--- config.mk ---
export PLATFORM = sky130hd
export DESIGN_NAME = hci_mem_l2_responder
export DESIGN_NICKNAME = d
export VERILOG_FILES = /design/src/rtl/hci_mem_l2_responder.sv
export SDC_FILE = /design/constraint.sdc
export NUM_CORES = 1
export LEC_CHECK = 0
export CAP_MARGIN = 20
export CORE_MARGIN = 3
export CORE_UTILIZATION = 30
export CTS_BUF_LIST = sky130_fd_sc_hd__clkbuf_16
export CTS_CLUSTER_SIZE = 30
export DETAILED_ROUTE_END_ITERATION = 12
export DONT_BUFFER_PORTS = 1
export PLACE_DENSITY = 0.5
export SYNTH_ARGS = -nofsm -noshare
export SYNTH_HDL_FRONTEND = slang
export SYNTH_SLANG_ARGS = --single-unit
--- constraint.sdc ---
create_clock -name clk_i -period 11.35 [get_ports clk_i]
set_input_delay 1.135 -clock clk_i [delete_from_list [all_inputs] [get_ports clk_i]]
set_output_delay 1.135 -clock clk_i [all_outputs]
set_load 0.05 [all_outputs]
--- src/rtl/hci_mem_l2_responder.sv ---
// HCI L2 bank responder: grants requests, drives a fixed-latency word SRAM, returns in-order responses.
// Partial byte-enable writes use read-modify-write. Optional counters: define HCI_L2_RESP_PERF_EN.
module hci_mem_l2_responder #(
    parameter int unsigned AW       = 32,
    parameter int unsigned DW       = 32,
    parameter int unsigned BW       = 8,
    parameter int unsigned IW       = 20,
    parameter int unsigned SRAM_LAT = 1,
    parameter int unsigned SAW      = AW - $clog2(DW/8)
) (
    input  logic                 clk_i,
    input  logic                 rst_i,
    input  logic                 clear_i,
    input  logic                 req_i,
    input  logic [AW-1:0]        add_i,
    input  logic                 wen_i,
    input  logic [DW-1:0]        data_i,
    input  logic [DW/BW-1:0]     be_i,
    input  logic [IW-1:0]        id_i,
    output logic                 gnt_o,
    output logic                 r_valid_o,
    output logic [DW-1:0]        r_data_o,
    output logic [IW-1:0]        r_id_o,
    output logic                 sram_req_o,
    output logic                 sram_we_o,
    output logic [SAW-1:0]       sram_addr_o,
    output logic [DW-1:0]        sram_wdata_o,
    input  logic [DW-1:0]        sram_rdata_i,
    output logic [31:0]          perf_rd_o,
    output logic [31:0]          perf_wr_o,
    output logic [31:0]          perf_stall_o
);

    localparam int unsigned NB  = DW / BW;
    localparam int unsigned OFS = $clog2(DW/8);
    localparam int unsigned CW  = $clog2(SRAM_LAT + 1);

    typedef enum logic {
        IDLE,
        RMW_WAIT
    } state_e;

    state_e            state_q, state_d;
    logic [CW-1:0]     cnt_q, cnt_d;
    logic [SAW-1:0]    hold_addr_q, hold_addr_d;
    logic [DW-1:0]     hold_data_q, hold_data_d;
    logic [NB-1:0]     hold_be_q, hold_be_d;
    logic [SAW-1:0]    req_addr;
    logic [DW-1:0]     merged;
    logic              grant;

    logic              pipe_vld_q [SRAM_LAT];
    logic [IW-1:0]     pipe_id_q  [SRAM_LAT];
    logic              pipe_rd_q  [SRAM_LAT];

    assign req_addr = add_i[AW-1:AW-SAW];
    assign grant    = req_i & gnt_o;

    always_comb begin
        merged = '0;
        for (int unsigned i = 0; i < NB; i++) begin
            merged[i*BW +: BW] = hold_be_q[i] ? hold_data_q[i*BW +: BW] : sram_rdata_i[i*BW +: BW];
        end
    end

    always_comb begin
        state_d      = state_q;
        cnt_d        = cnt_q;
        hold_addr_d  = hold_addr_q;
        hold_data_d  = hold_data_q;
        hold_be_d    = hold_be_q;
        gnt_o        = 1'b0;
        sram_req_o   = 1'b0;
        sram_we_o    = 1'b0;
        sram_addr_o  = '0;
        sram_wdata_o = '0;
        // Reset is folded in so that grant and SRAM strobes stay low while rst_i is held.
        if (!rst_i) begin
            case (state_q)
                IDLE: begin
                    gnt_o = 1'b1;
                    if (req_i) begin
                        if (wen_i) begin
                            sram_req_o  = 1'b1;
                            sram_addr_o = req_addr;
                        end else if (&be_i) begin
                            sram_req_o   = 1'b1;
                            sram_we_o    = 1'b1;
                            sram_addr_o  = req_addr;
                            sram_wdata_o = data_i;
                        end else if (|be_i) begin
                            sram_req_o  = 1'b1;
                            sram_addr_o = req_addr;
                            hold_addr_d = req_addr;
                            hold_data_d = data_i;
                            hold_be_d   = be_i;
                            cnt_d       = CW'(SRAM_LAT);
                            state_d     = RMW_WAIT;
                        end
                    end
                end
                RMW_WAIT: begin
                    cnt_d = cnt_q - CW'(1);
                    if (cnt_q == CW'(1)) begin
                        sram_req_o   = 1'b1;
                        sram_we_o    = 1'b1;
                        sram_addr_o  = hold_addr_q;
                        sram_wdata_o = merged;
                        state_d      = IDLE;
                    end
                end
                default: state_d = IDLE;
            endcase
        end
    end

    always_ff @(posedge clk_i or posedge rst_i) begin
        if (rst_i) begin
            state_q     <= IDLE;
            cnt_q       <= '0;
            hold_addr_q <= '0;
            hold_data_q <= '0;
            hold_be_q   <= '0;
        end else begin
            state_q     <= state_d;
            cnt_q       <= cnt_d;
            hold_addr_q <= hold_addr_d;
            hold_data_q <= hold_data_d;
            hold_be_q   <= hold_be_d;
        end
    end

    // Response delay line runs independently of the FSM, so it keeps shifting during RMW_WAIT.
    always_ff @(posedge clk_i or posedge rst_i) begin
        if (rst_i) begin
            for (int unsigned i = 0; i < SRAM_LAT; i++) begin
                pipe_vld_q[i] <= 1'b0;
                pipe_id_q[i]  <= '0;
                pipe_rd_q[i]  <= 1'b0;
            end
        end else begin
            pipe_vld_q[0] <= grant;
            pipe_id_q[0]  <= grant ? id_i : '0;
            pipe_rd_q[0]  <= grant & wen_i;
            for (int unsigned i = 1; i < SRAM_LAT; i++) begin
                pipe_vld_q[i] <= pipe_vld_q[i-1];
                pipe_id_q[i]  <= pipe_id_q[i-1];
                pipe_rd_q[i]  <= pipe_rd_q[i-1];
            end
        end
    end

    assign r_valid_o = pipe_vld_q[SRAM_LAT-1];
    assign r_id_o    = pipe_id_q[SRAM_LAT-1];
    assign r_data_o  = (pipe_vld_q[SRAM_LAT-1] && pipe_rd_q[SRAM_LAT-1]) ? sram_rdata_i : '0;

`ifdef HCI_L2_RESP_PERF_EN
    logic [31:0] perf_rd_q, perf_wr_q, perf_stall_q;
    logic        unused_addr_lsb;

    assign unused_addr_lsb = ^add_i[OFS-1:0];

    always_ff @(posedge clk_i or posedge rst_i) begin
        if (rst_i) begin
            perf_rd_q    <= '0;
            perf_wr_q    <= '0;
            perf_stall_q <= '0;
        end else if (clear_i) begin
            perf_rd_q    <= '0;
            perf_wr_q    <= '0;
            perf_stall_q <= '0;
        end else begin
            if (grant && wen_i && !(&perf_rd_q)) begin
                perf_rd_q <= perf_rd_q + 32'd1;
            end
            if (grant && !wen_i && !(&perf_wr_q)) begin
                perf_wr_q <= perf_wr_q + 32'd1;
            end
            if (state_q == RMW_WAIT && !(&perf_stall_q)) begin
                perf_stall_q <= perf_stall_q + 32'd1;
            end
        end
    end

    assign perf_rd_o    = perf_rd_q;
    assign perf_wr_o    = perf_wr_q;
    assign perf_stall_o = perf_stall_q;
`else
    logic unused_inputs;

    assign unused_inputs = ^{clear_i, add_i[OFS-1:0]};
    assign perf_rd_o     = '0;
    assign perf_wr_o     = '0;
    assign perf_stall_o  = '0;
`endif

endmodule

-- Yosys cells after proc, flatten, opt, wreduce, memory -nomap -nowiden
Index checks and enable logic that the tools add are counted.
- output and inout bits: 214
- bits of input ports: 125
- logic and storage cells: 67
- register bits: 90
- add/sub/neg operators: 1
- reductions and logical operators: 5
- equality and inequality tests: 4
- muxes and demuxes: 43
- bitwise operators: 6
- operators with widths (kind ; count):
    $mux W32 ; 6
    $mux W30 ; 6
    $pmux W32 S2 ; 1
    $pmux W30 S2 ; 1
    $mux W8 ; 4
    $mux W1 ; 20
    $mux W20 ; 1
    $ne A2 B2 Y1 const B ; 4
    $pmux W1 S2 ; 4
    $reduce_and A6 Y1 ; 1
    $reduce_and A5 Y1 ; 1
    $not A1 Y1 ; 4
    $reduce_and A4 Y1 ; 1
    $reduce_or A4 Y1 ; 1
    $and A1 B1 Y1 ; 2
    $logic_and A1 B1 Y1 ; 1
    $sub A1 B1 Y1 const B ; 1

-- Longest topological paths before layout
- depth in word-level cells: 7
- mapped depth: 6

-- Worst setup path after synthesis
OpenSTA, ideal clock, no wires.
- path kind: input to output
- start: input rst_i
- end: output sram_addr_o[20]
- arrival time: 5.188 ns
- setup slack: 5.027 ns
- cell stages on the path: 5
- buffers on the path: 2
- required time: 10.215 ns
- cell sequence: clkbuf_1 -> inv_1 -> buf_1 -> nand2_1 -> o32ai_1
- cells in the longest elaborated chain, start to end: 1
- ends and longest elaborated chain (element ; RTL line ; text):
    start, declared ; 12 ; input logic rst_i,
    $mux W30 ; 78 ; if (!rst_i) begin
    end, declared ; 26 ; output logic [SAW-1:0] sram_addr_o,
Every way passes these cells.

-- Worst setup path in the final report
- start: input rst_i
- end: output sram_addr_o[1]
The elaborated chain is that of the path after synthesis.

==> results.sh <==
export IMPL_fp_coreArea_sq_um=18900
export IMPL_skew_ns=0.00830
export IMPL_p_comb_frac=0.427
export IMPL_power_clock_fraction=0.195
export IMPL_synth_main_ff_cell="dfrtp_1"
export IMPL_grt_pass1_vias=4086
export IMPL_min_period_ns=4.18
export IMPL_grt_setup_unrepaired="no"
export IMPL_cts_resized_gates=0
export IMPL_clockBufferDepth=2
export IMPL_crit_path_max_fanout=71
export IMPL_io_buffers=0
export IMPL_rr_worst_depth=4
export IMPL_holdPathEnd="hold_data_q[30]$_DFFE_PP0P_"
export IMPL_r2r_start="state_q$_DFFE_PP0N_"
export IMPL_synth_avg_cell_area_sq_um=10.4
export IMPL_dr_pass1_iters=4
export IMPL_drv_slew=0
export IMPL_routed_wl_mm=15.9
export IMPL_layout_drive_gt1_share=0.295
export IMPL_syn2layout_area_growth_pct=5.77
export IMPL_yosysWarnings=0
export IMPL_power_switching_mw=0.643
export IMPL_fmax_mhz=239
export IMPL_post_place_ws_ns=7.03
export IMPL_critPathArrivalTime_ns=3.05
export IMPL_worst_slew_pin_slew_ns=1.03
export IMPL_p_int_mw=0.845
export IMPL_setup_ws_ns=7.17
export IMPL_cts_setup_buffers=0
export IMPL_grt_overflow=0
export IMPL_ir_worst_vdd_mv=0.0814
export IMPL_holdBufCountCts=0
export IMPL_die_area_sq_um=21100
export IMPL_postRouteAntennaNets=0
export IMPL_finalPower_mw=1.49
export IMPL_num_fill_cells=1959
export IMPL_cts_tree="yes"
export IMPL_ios=339
export IMPL_synth_seq_cells=90
export IMPL_outcome="completed"
export IMPL_top_layer="met4"
export IMPL_required_ns=10.22
export IMPL_seq_area_frac_synth=0.388
export IMPL_drtIter0Drc=148
export IMPL_hpwl_mm=11.4
export IMPL_routedLengthMet1_mm=6.06
export IMPL_crit_type="input port to output port"
export IMPL_antenna_found_initial=0
export IMPL_cts_sinks=90
export IMPL_initial_core_util=0.307
export IMPL_hold_depth=1
export IMPL_htree_levels=3
export IMPL_wl_per_cell_um=20.0
export IMPL_core_rowCount=50
export IMPL_start_kind="input port"
export IMPL_postSynthCellCount=561
export IMPL_grt_total_usage=0.146
export IMPL_clkTransAtPathRegs_ns=0.06
export IMPL_wl_met3_mm=1.46
export IMPL_grt_pass1_wl_mm=24.6
export IMPL_met2_length_mm=8.26
export IMPL_viasPerCell=4.86
export IMPL_async_flop_share=1.00
export IMPL_finalHoldViolations=0
export IMPL_worstSetupEndpointType="output port"
export IMPL_p_seq_frac=0.378
export IMPL_p_per_area_nw_per_um2=242
export IMPL_cts_root_buffer="clkbuf_16"
export IMPL_cts_inserted_buffers=9
export IMPL_drc=0
export IMPL_cap_violations=0
export IMPL_gp_congestion=0.748
export IMPL_die_x_um=145
export IMPL_fin_nets=656
export IMPL_synth_cell_types=26
export IMPL_max_slew_margin=0.311
export IMPL_post_route_period_util=0.369
export IMPL_num_vias=3872
export IMPL_grt_max_degree=72
export IMPL_fin_setup_tns_ns=0
export IMPL_synth_edf_count=0
export IMPL_hp_class="flip-flop to flip-flop"
export IMPL_r2r_end="hold_addr_q[5]$_DFFE_PP0P_"
export IMPL_die_h_um=145
export IMPL_synthesis_area_sq_um=5810
export IMPL_setup_viol=0
export IMPL_hold_start="hold_data_q[30]$_DFFE_PP0P_"
export IMPL_clkLatencyLatePin_ns=0.34
export IMPL_reg2reg_slack_ns=8.70
export IMPL_p_leak_nw=2.79
export IMPL_power_switching_share=0.432
==> cells in the mapped netlist (7+ instances only) <==
| master | count | area, sq um |
|---|---|---|
| buf_4 | 96 | 721 |
| dfrtp_1 | 90 | 2250 |
| mux2_2 | 58 | 653 |
| mux2_4 | 40 | 601 |
| nor2_1 | 35 | 131 |
| a32oi_1 | 32 | 280 |
| and3_1 | 32 | 200 |
| inv_1 | 32 | 120 |
| clkbuf_1 | 31 | 116 |
| nand2_1 | 31 | 116 |
| o32ai_1 | 30 | 263 |
| and2_1 | 22 | 138 |
| buf_1 | 7 | 26.3 |
==> registers in the layout, summed over array words and instances, names as in the netlist <==
signal,cells
hold_addr_q,30
r_valid_o,1
hold_be_q,4
state_q,1
pipe_rd_q,1
cnt_q,1
r_id_o,20
hold_data_q,32
==> critical path, cell delays in order <==
cell	delay (ns)
inv_4	0.43
buf_4	0.75
nand2_1	0.13
o32ai_2	0.54
==> cell families (layout without fill, tap and decap cells) <==
group / Yosys count / after routing / share of synthesized area
flops: 90 / 90 / 0.388
buf+inv: 176 / 56 / 0.183
simple gates: 127 / 127 / 0.112
other cells: 1 / 97 / 0.000646
mux: 99 / 99 / 0.218
compound gates: 68 / 68 / 0.0986
==> power by group through the flow <==
stage | logic, mW | clock network [mW] | registers [mW]
after detailed placement | 0.639 | 0 | 0.569
final | 0.636 | 0.290 | 0.563
after CTS | 0.641 | 0.304 | 0.565
after global placement | 0.629 | 0 | 0.563
after floorplan | 0.596 | 0 | 0.520
after global routing | 0.679 | 0.316 | 0.582
==> placed cells by master, fill, tap and decap left out, types with 2 or more instances in the layout <==
cell type  instances
mux2_2            58
buf_4              7
inv_1             31
clkbuf_16          9
nand2_1           30
a21oi_1            3
o21ai_0            2
nor2_1            35
inv_6              3
and2_1            22
o32ai_2           30
and3_1            32
clkinv_2           2
dfrtp_1           90
mux2_4            40
nor3b_2            2
a32oi_1           32
conb_1            96
==> metrics by stage <==
step                      utilization  std cells  cell area (sq um)  hold slack, ns
final                           0.325        797               6140           0.506
after detailed placement        0.309        779               5850           0.490
after global routing            0.325        796               6140           0.520
after floorplan                     -        656               6170           0.476
after CTS                       0.325        795               6130           0.509
after global placement          0.309        779               5850           0.488
==> routing by layer <==
| metal | vias up | global-route usage |
|---|---|---|
| met3 | 11 | 0.0553 |
| met2 | 197 | 0.261 |
| met1 | 1963 | 0.164 |
| met4 | 0 | 0.0351 |
| li1 | 1701 | - |
| met5 | - | 0 |
==> worst max path at each step <==
stage,from,to,slack (ns),depth (start not counted)
6_report,rst_i,sram_addr_o[1],7.17,4
2_1_floorplan,rst_i,sram_addr_o[20],5.03,5
5_1_grt,rst_i,sram_addr_o[13],6.86,4
4_1_cts,rst_i,sram_addr_o[13],7.03,4
3_5_place_dp,rst_i,sram_addr_o[13],7.03,4
3_3_place_gp,rst_i,sram_addr_o[1],7.06,4
==> cell type report <==
cell class | count | area (sq um) | area share
multi-input combinational | 390 | 3090 | 0.503
clock buffer | 9 | 225 | 0.0367
tap | 260 | 325 | 0.0529
timing repair buffer | 8 | 63.8 | 0.0104
sequential | 90 | 2250 | 0.367
inverter | 32 | 123 | 0.0200
clock inverter | 7 | 60.1 | 0.00977
antenna | 1 | 2.50 | 0.000407
(Power assumes the default switching activity.)
